<file path="config.mk">
export PLATFORM = sky130hd
export DESIGN_NAME = mem_addr_station
export DESIGN_NICKNAME = d
export VERILOG_FILES = /design/src/rtl/mem_addr_station.sv
export SDC_FILE = /design/constraint.sdc
export NUM_CORES = 2
export LEC_CHECK = 0
export ABC_AREA = 1
export ABC_CLOCK_PERIOD_IN_PS = 5550
export CELL_PAD_IN_SITES_DETAIL_PLACEMENT = 1
export CELL_PAD_IN_SITES_GLOBAL_PLACEMENT = 2
export CORE_MARGIN = 1
export CORE_UTILIZATION = 36
export CTS_CLUSTER_SIZE = 25
export DETAILED_ROUTE_END_ITERATION = 10
export PLACE_DENSITY = 0.86
export SYNTH_ARGS = -nofsm -noshare
export SYNTH_HDL_FRONTEND = slang
export SYNTH_SLANG_ARGS = --single-unit
</file>
<file path="constraint.sdc">
create_clock -name clk -period 5.55 [get_ports clk]
set_input_delay 0.8325 -clock clk [delete_from_list [all_inputs] [get_ports clk]]
set_output_delay 0.8325 -clock clk [all_outputs]
set_load 0.1 [all_outputs]
</file>
<file path="src/rtl/mem_addr_station.sv">
// Memory-op reservation station with address generation: holds loads/stores until their
// source pregs are ready, issues the oldest ready op and registers {rs1+imm, mem_idx, store data}.
module mem_addr_station #(
  parameter int NUM_ENTRIES = 8,
  parameter int PREG_BITS   = 6,
  parameter int MIDX_BITS   = 6
) (
  input  logic                 clk,
  input  logic                 rst,
  input  logic                 flush,
  input  logic                 disp_valid,
  input  logic                 disp_is_store,
  input  logic [PREG_BITS-1:0] disp_ps1,
  input  logic                 disp_ps1_rdy,
  input  logic [PREG_BITS-1:0] disp_ps2,
  input  logic                 disp_ps2_rdy,
  input  logic [31:0]          disp_imm,
  input  logic [MIDX_BITS-1:0] disp_mem_idx,
  output logic                 full,
  input  logic                 cdb_valid,
  input  logic [PREG_BITS-1:0] cdb_pd,
  output logic [PREG_BITS-1:0] rf_ps1,
  output logic [PREG_BITS-1:0] rf_ps2,
  input  logic [31:0]          rf_v1,
  input  logic [31:0]          rf_v2,
  output logic                 addr_valid,
  output logic [31:0]          addr,
  output logic [MIDX_BITS-1:0] mem_idx_out,
  output logic [31:0]          store_wdata
);
  localparam int IDX_BITS = $clog2(NUM_ENTRIES);

  logic [NUM_ENTRIES-1:0] valid, is_store, r1, r2;
  logic [PREG_BITS-1:0]   ps1     [NUM_ENTRIES];
  logic [PREG_BITS-1:0]   ps2     [NUM_ENTRIES];
  logic [31:0]            imm     [NUM_ENTRIES];
  logic [MIDX_BITS-1:0]   mem_idx [NUM_ENTRIES];
  // older[i][j] set means entry i was dispatched before entry j
  logic [NUM_ENTRIES-1:0] older   [NUM_ENTRIES];

  logic [NUM_ENTRIES-1:0] ready, blocked, valid_next;
  logic                   sel_found, free_found, disp_ok, disp_r1, disp_r2;
  logic [IDX_BITS-1:0]    sel_idx, free_idx;

  always_comb begin
    ready   = valid & r1 & r2;
    blocked = '0;
    for (int i = 0; i < NUM_ENTRIES; i++) begin
      for (int j = 0; j < NUM_ENTRIES; j++) begin
        if (ready[j] && older[j][i]) blocked[i] = 1'b1;
      end
    end
  end

  always_comb begin
    sel_found  = 1'b0;
    sel_idx    = '0;
    free_found = 1'b0;
    free_idx   = '0;
    for (int i = 0; i < NUM_ENTRIES; i++) begin
      if (ready[i] && !blocked[i] && !sel_found) begin
        sel_found = 1'b1;
        sel_idx   = IDX_BITS'(i);
      end
      if (!valid[i] && !free_found) begin
        free_found = 1'b1;
        free_idx   = IDX_BITS'(i);
      end
    end
  end

  always_comb begin
    disp_ok = disp_valid && !full && free_found;
    disp_r1 = disp_ps1_rdy || (cdb_valid && cdb_pd == disp_ps1) || (disp_ps1 == '0);
    disp_r2 = !disp_is_store || disp_ps2_rdy || (cdb_valid && cdb_pd == disp_ps2) ||
              (disp_ps2 == '0);
    valid_next = valid;
    if (sel_found) valid_next[sel_idx] = 1'b0;
    if (disp_ok) valid_next[free_idx] = 1'b1;
    if (flush) valid_next = '0;
    rf_ps1 = sel_found ? ps1[sel_idx] : '0;
    rf_ps2 = sel_found ? ps2[sel_idx] : '0;
  end

  always_ff @(posedge clk or negedge rst) begin
    if (!rst) begin
      valid    <= '0;
      is_store <= '0;
      r1       <= '0;
      r2       <= '0;
      full     <= 1'b0;
      for (int i = 0; i < NUM_ENTRIES; i++) begin
        ps1[i]     <= '0;
        ps2[i]     <= '0;
        imm[i]     <= '0;
        mem_idx[i] <= '0;
        older[i]   <= '0;
      end
    end else begin
      valid <= valid_next;
      full  <= &valid_next;
      if (!flush) begin
        for (int i = 0; i < NUM_ENTRIES; i++) begin
          if (cdb_valid && valid[i]) begin
            if (ps1[i] == cdb_pd) r1[i] <= 1'b1;
            if (ps2[i] == cdb_pd) r2[i] <= 1'b1;
          end
        end
        if (disp_ok) begin
          is_store[free_idx] <= disp_is_store;
          ps1[free_idx]      <= disp_ps1;
          ps2[free_idx]      <= disp_ps2;
          r1[free_idx]       <= disp_r1;
          r2[free_idx]       <= disp_r2;
          imm[free_idx]      <= disp_imm;
          mem_idx[free_idx]  <= disp_mem_idx;
          older[free_idx]    <= '0;
          // every occupant (including one issuing now) is older than the newcomer
          for (int j = 0; j < NUM_ENTRIES; j++) begin
            if (valid[j]) older[j][free_idx] <= 1'b1;
          end
        end
      end
    end
  end

  always_ff @(posedge clk or negedge rst) begin
    if (!rst) begin
      addr_valid  <= 1'b0;
      addr        <= '0;
      mem_idx_out <= '0;
      store_wdata <= '0;
    end else begin
      addr_valid <= sel_found && !flush;
      if (sel_found && !flush) begin
        addr        <= rf_v1 + imm[sel_idx];
        mem_idx_out <= mem_idx[sel_idx];
        store_wdata <= is_store[sel_idx] ? rf_v2 : 32'h0;
      end
    end
  end

endmodule

</file>
**Yosys cells after proc, flatten, opt, wreduce, memory -nomap -nowiden**

Index checks and enable logic that the tools add are counted.

- Bits in registers: 568
- Bits in latches: 0
- Memory bits (writable): 0
- Bits in read-only memories: 0
- Input bits: 128
- Output and inout port bits: 84
- Word-level logic and storage cells: 424
- Memories: 0

- Add/subtract/negate cells: 1
- Multipliers: 0
- Div/mod/pow operators: 0
- $lt $le $gt $ge: 7
- Equality and inequality tests: 18
- Shift operators: 0
- Multiplexer cells: 189
- Bitwise logic cells: 18
- Reduce and logical (&&, ||, !) cells: 142

Operator list:

| operator | count |
|---|---|
| $bwmux W256 | 1 |
| $bwmux W48 | 3 |
| $mux W1 | 133 |
| $mux W32 | 4 |
| $mux W8 | 14 |
| $eq A6 B6 Y1 | 18 |
| $logic_and A1 B1 Y1 | 102 |
| $bmux W32 S3 | 1 |
| $demux W32 S3 | 1 |
| $or A8 B8 Y8 | 9 |
| $and A64 B64 Y64 | 1 |
| $not A64 Y64 | 1 |
| $bmux W6 S3 | 3 |
| $mux W6 | 9 |
| $mux W3 | 12 |
| $add A32 B32 Y32 | 1 |
| $logic_not A1 Y1 | 31 |
| $and A8 B8 Y8 | 3 |
| $bwmux W8 | 3 |
| $demux W8 S3 | 1 |
| $demux W6 S3 | 1 |
| $logic_not A6 Y1 | 2 |
| $ge A4 B4 Y1 const B | 2 |
| $lt A3 B4 Y1 const B | 2 |
| 10 further kinds | 17 |

**Depth between registers and ports, before layout**

- Depth in word-level cells: 46
- Depth in mapped cells: 36
- Depth with buffers taken out: 32

**Worst setup path before layout**

No wires, ideal clock.

- Path type: reg2out
- From: register valid[1]
- To: output port rf_ps1[1]
- Arrival time: 3.554 ns
- Data required time: 4.718 ns
- Path slack: 1.164 ns
- Stages on the path, launching flop included: 17
- Path buffers: 3
- Cell sequence: dfrtp_1 buf_4 nand3_2 inv_2 a21oi_1 nand2_1 nor2_1 inv_2 nand4_1 nand3_1 nand2_2 buf_4 buf_2 o21ai_0 a21oi_1 o221ai_1 a21oi_1

- Cells in the longest elaborated chain, start to end: 39
- Elaborated cells on any way between the ends: 116
- Those cells by class: mux (75); bitwise (3); reduce/logical (38)

Ends and longest elaborated chain:

| item | RTL line | text |
|---|---|---|
| from (decl) | 33 | `logic [NUM_ENTRIES-1:0] valid, is_store, r1, r2;` |
| from (signal assigned) | 100 | `valid <= valid_next;` |
| $and A8 B8 Y8 (*) (2 in a row) | 46 | `ready = valid & r1 & r2;` |
| $logic_and A1 B1 Y1 | 50 | `if (ready[j] && older[j][i]) blocked[i] = 1'b1;` |
| $mux W1 (7 in a row) | 50 |  |
| $logic_not A1 Y1 | 61 | `if (ready[i] && !blocked[i] && !sel_found) begin` |
| $logic_and A1 B1 Y1 | 61 |  |
| $mux W1 | 61 |  |
| $logic_not A1 Y1 | 61 |  |
| $logic_and A1 B1 Y1 | 61 |  |
| (+15 left out) | n/a |  |
| $mux W1 | 61 |  |
| $logic_not A1 Y1 | 61 |  |
| $logic_and A1 B1 Y1 | 61 |  |
| $mux W3 | 61 |  |
| $not A3 Y4 (not written as such) | 81 | `rf_ps1 = sel_found ? ps1[sel_idx] : '0;` |
| $bmux W6 S3 | 81 |  |
| $mux W6 (not written as such) (2 in a row) | 81 |  |
| $mux W6 (*) | 81 |  |
| to (decl) | 22 | `output logic [PREG_BITS-1:0] rf_ps1,` |

Mark *: on every way between the ends. The rest lies on a longest branch, timed or not. The select of a mux whose other input is x is not followed.

**Worst setup path after layout**

- From: register valid[1]
- To: output port rf_ps2[2]

- Cells in the longest elaborated chain, start to end: 39
- Elaborated cells on any way between the ends: 116
- Those cells by class: mux (75); bitwise (3); reduce/logical (38)

Ends and longest elaborated chain:

| item | RTL line | text |
|---|---|---|
| $and A8 B8 Y8 (*) (2 in a row) | 46 |  |
| $logic_and A1 B1 Y1 | 50 |  |
| $mux W1 (7 in a row) | 50 |  |
| $logic_not A1 Y1 | 61 |  |
| $logic_and A1 B1 Y1 | 61 |  |
| $mux W1 | 61 |  |
| $logic_not A1 Y1 | 61 |  |
| $logic_and A1 B1 Y1 | 61 |  |
| (+15 left out) | n/a |  |
| $mux W1 | 61 |  |
| $logic_not A1 Y1 | 61 |  |
| $logic_and A1 B1 Y1 | 61 |  |
| $mux W3 | 61 |  |
| $not A3 Y4 (not written as such) | 82 | `rf_ps2 = sel_found ? ps2[sel_idx] : '0;` |
| $bmux W6 S3 | 82 |  |
| $mux W6 (not written as such) (2 in a row) | 82 |  |
| $mux W6 (*) | 82 |  |
| to (decl) | 23 | `output logic [PREG_BITS-1:0] rf_ps2,` |

Marked as above.

==> results.cfg <==
[critical_path]
end_kind = primary output
path_max_fanout = 23
ff2ff_path_depth = 28
cp-start-kind = flop
arrival_ns = 4.41
critPathLaunch = valid[1]$_DFF_PN0_
r2r-start = valid[1]$_DFF_PN0_
critPathKind = reg2out
worstPathRequired_ns = 4.72

[global_routing]
grt_pass1_wl_mm = 152
gr-usage-all-layers_pct = 25.1
overflow = 0
grt_pass1_vias = 24900
grt_max_degree = 140
antenna_found_initial = 3

[final_layout]
drive_gt1_share_pct = 7.78
fin_nets = 3610
fin_util_pct = 44.1
fin_area_sq_um = 33100
most-common-layout-cells = nand2_1, dfrtp_1, o21ai_0
nFillCells = 8845
area_delta_synth_final_pct = 20.4
final_common_cell = nand2_1

[clock_tree]
clock_sinks = 568
cts_tree = done
numCtsBuffers = 69
worstSkewPairLatency_ns = 0.61
clockRootBuffer = clkbuf_16
htree_levels = 3
cts_buffer_depth = 3
postCtsHoldBufs = 0
path_clk_slew_ns = 0.06

[die]
floorplan.die_area_sq_um = 77400
coreArea_sq_um = 74900
start_util_pct = 36.7
fp-row-count = 100
io_pins = 212
die_h_microns = 278
dieWidth_microns = 278

[route]
dr.pass1.iters = 6
vias_per_cell = 5.38
detail-route-antenna-nets = 0
first_iter_violations = 1862
dr_total_vias = 24000
drc = 0
wl_per_cell_microns = 21.6
routed_wl_mm = 96.3

[timing]
setup_viol = 0
grt_setup_unrepaired = yes
fin_crit_sh_pct = 94.4
worst_pin_slew_ns = 1.06
period_needed_ns = 5.24
fin_worst_skew_ns = 0.0280
final_hold_viol_count = 0
hold-worst-slack_ns = 0.228
drv_slew = 0
maxClockFrequency_mhz = 191
relSlewSlack_pct = 29.2

[placed_design]
portBuffers = 211
gp_congestion = 0.886
hpwl_mm = 63.3
dpl_cell_area_sq_um = 30800

[logic_synthesis]
ys_seq_area_share_pct = 51.7
synth_cell_types = 55
synth_fp_nets = 3452
syn_area_sq_um = 27500
synth_area_per_cell_sq_um = 8.35
ys_seq_elements = 568
synthCells = 3292
yosys_warnings = 0

[power_and_ir_drop]
ir_drop_v = 0.000185
p_leak_uw = 0.0155
p_per_area_nw_per_um2 = 433
power_uw = 14300

[flow_run]
cap_viol_max_count = 0

[outcome]
status = finished clean

[min_path]
hp-class = in2async
==> cell type report <==
class / count / area, sq um / share of cell area, %
flip-flops and latches: 568 / 14200 / 43.0
multi-input cells: 2287 / 11600 / 35.0
repair buffers: 284 / 2930 / 8.85
clock buffers: 102 / 2060 / 6.24
well taps: 969 / 1210 / 3.67
inverters: 240 / 912 / 2.76
clock inverters: 14 / 180 / 0.545
diodes: 1 / 2.50 / 0.00757
==> repair_timing <==
item | CTS | global route
endpoints found under the hold margin | 0 | 0
resized for setup | 0 | 4
setup endpoints to repair | 0 | 10
buffers inserted | 0 | 2
==> per-stage QoR <==
stage	setup WS, ns	cells	setup TNS, ns
floorplan	1.16	3292	0
global placement	0.377	4346	0
detailed placement	0.229	4346	0
CTS	0.203	4462	0
global route	-0.0182	4464	-0.0182
finish	0.309	4465	0
==> synth_stat cells (all sizes together) <==
master | instances | area (sq um)
nand2 | 979 | 3760
fa | 1 | 20.0
o21a | 3 | 22.5
a21boi | 1 | 7.51
a31oi | 14 | 87.6
o22ai | 27 | 169
a21o | 2 | 15.0
clkinv | 2 | 7.51
buf | 71 | 400
dfrtp | 568 | 14200
mux2i | 10 | 100
or3 | 1 | 6.26
a221oi | 24 | 259
o211ai | 16 | 120
o2111ai | 6 | 52.6
or2 | 5 | 31.3
o221ai | 22 | 193
ha | 31 | 388
a311oi | 2 | 17.5
a221o | 1 | 10.0
nor2 | 156 | 608
o22a | 5 | 43.8
a21oi | 139 | 711
xnor2 | 48 | 420
clkbuf | 126 | 473
a211oi | 2 | 15.0
nor3b | 1 | 7.51
nand4 | 51 | 325
inv | 238 | 893
nor4 | 17 | 106
nand3 | 65 | 355
o21bai | 3 | 22.5
a32o | 26 | 260
xor2 | 44 | 385
a41oi | 3 | 26.3
nor3 | 46 | 240
o31ai | 2 | 15.0
a2111oi | 2 | 17.5
o21ai | 532 | 2670
==> critical path, stage by stage, from the launching register on <==
cell	delay [ns]
dfrtp_1	0.51
nand3_2	0.20
inv_2	0.14
nand2_1	0.06
nand2_1	0.05
nor2_1	0.04
nand2_1	0.13
nand2_2	0.10
nor2_4	0.18
nand3_2	0.13
a21oi_4	0.39
nor2_4	0.18
buf_4	0.23
inv_2	0.49
nor2_1	0.06
or3_1	0.33
a21oi_1	0.33
buf_12	0.22
==> power breakdown <==
part	total, uW	switching, uW	leakage, uW	internal [uW]
clock	4530	1780	0.00111	2740
sequential	5170	411	0.00751	4760
combinational	4630	3370	0.00688	1260
==> path summary, 6_finish.rpt <==
kind	to	slack, ns
setup / recovery	rf_ps2[2]	0.31
hold / removal	store_wdata[8]$_DFFE_PN0P_	0.23
min in group clk	flop	0.47
hold reg to reg	flop	0.47
setup reg to reg	addr[31]$_DFFE_PN0P_	0.35
max in group asynchronous	ps2[21]$_DFFE_PN0P_	4.06
==> kinds of logic after synthesis <==
logic type / synth area share, %
and+or+nand+nor: 19.8
AOI/OAI and AO/OA: 17.2
DFF: 51.7
buffers and inverters: 6.46
xor gates and xnor gates: 2.93
adders and majority gates: 1.48
muxes: 0.364
==> state kept, by name, indices dropped and copies added, names as in the netlist, named ones only <==
register / flops
addr_valid: 1
r1: 8
r2: 8
addr: 32
older: 52
mem_idx: 48
ps2: 48
valid: 8
mem_idx_out: 6
full: 1
is_store: 8
ps1: 48
imm: 256
store_wdata: 32
==> routing by layer <==
layer | vias up | GRT usage, % | routed length [microns]
li1 | 11300 | - | -
met1 | 12000 | 36.0 | 45900
met2 | 606 | 39.3 | 43300
met3 | 145 | 3.63 | 4820
met4 | 2 | 7.48 | 2310
met5 | - | 0 | 13
Power figures use the tool's default switching activity.
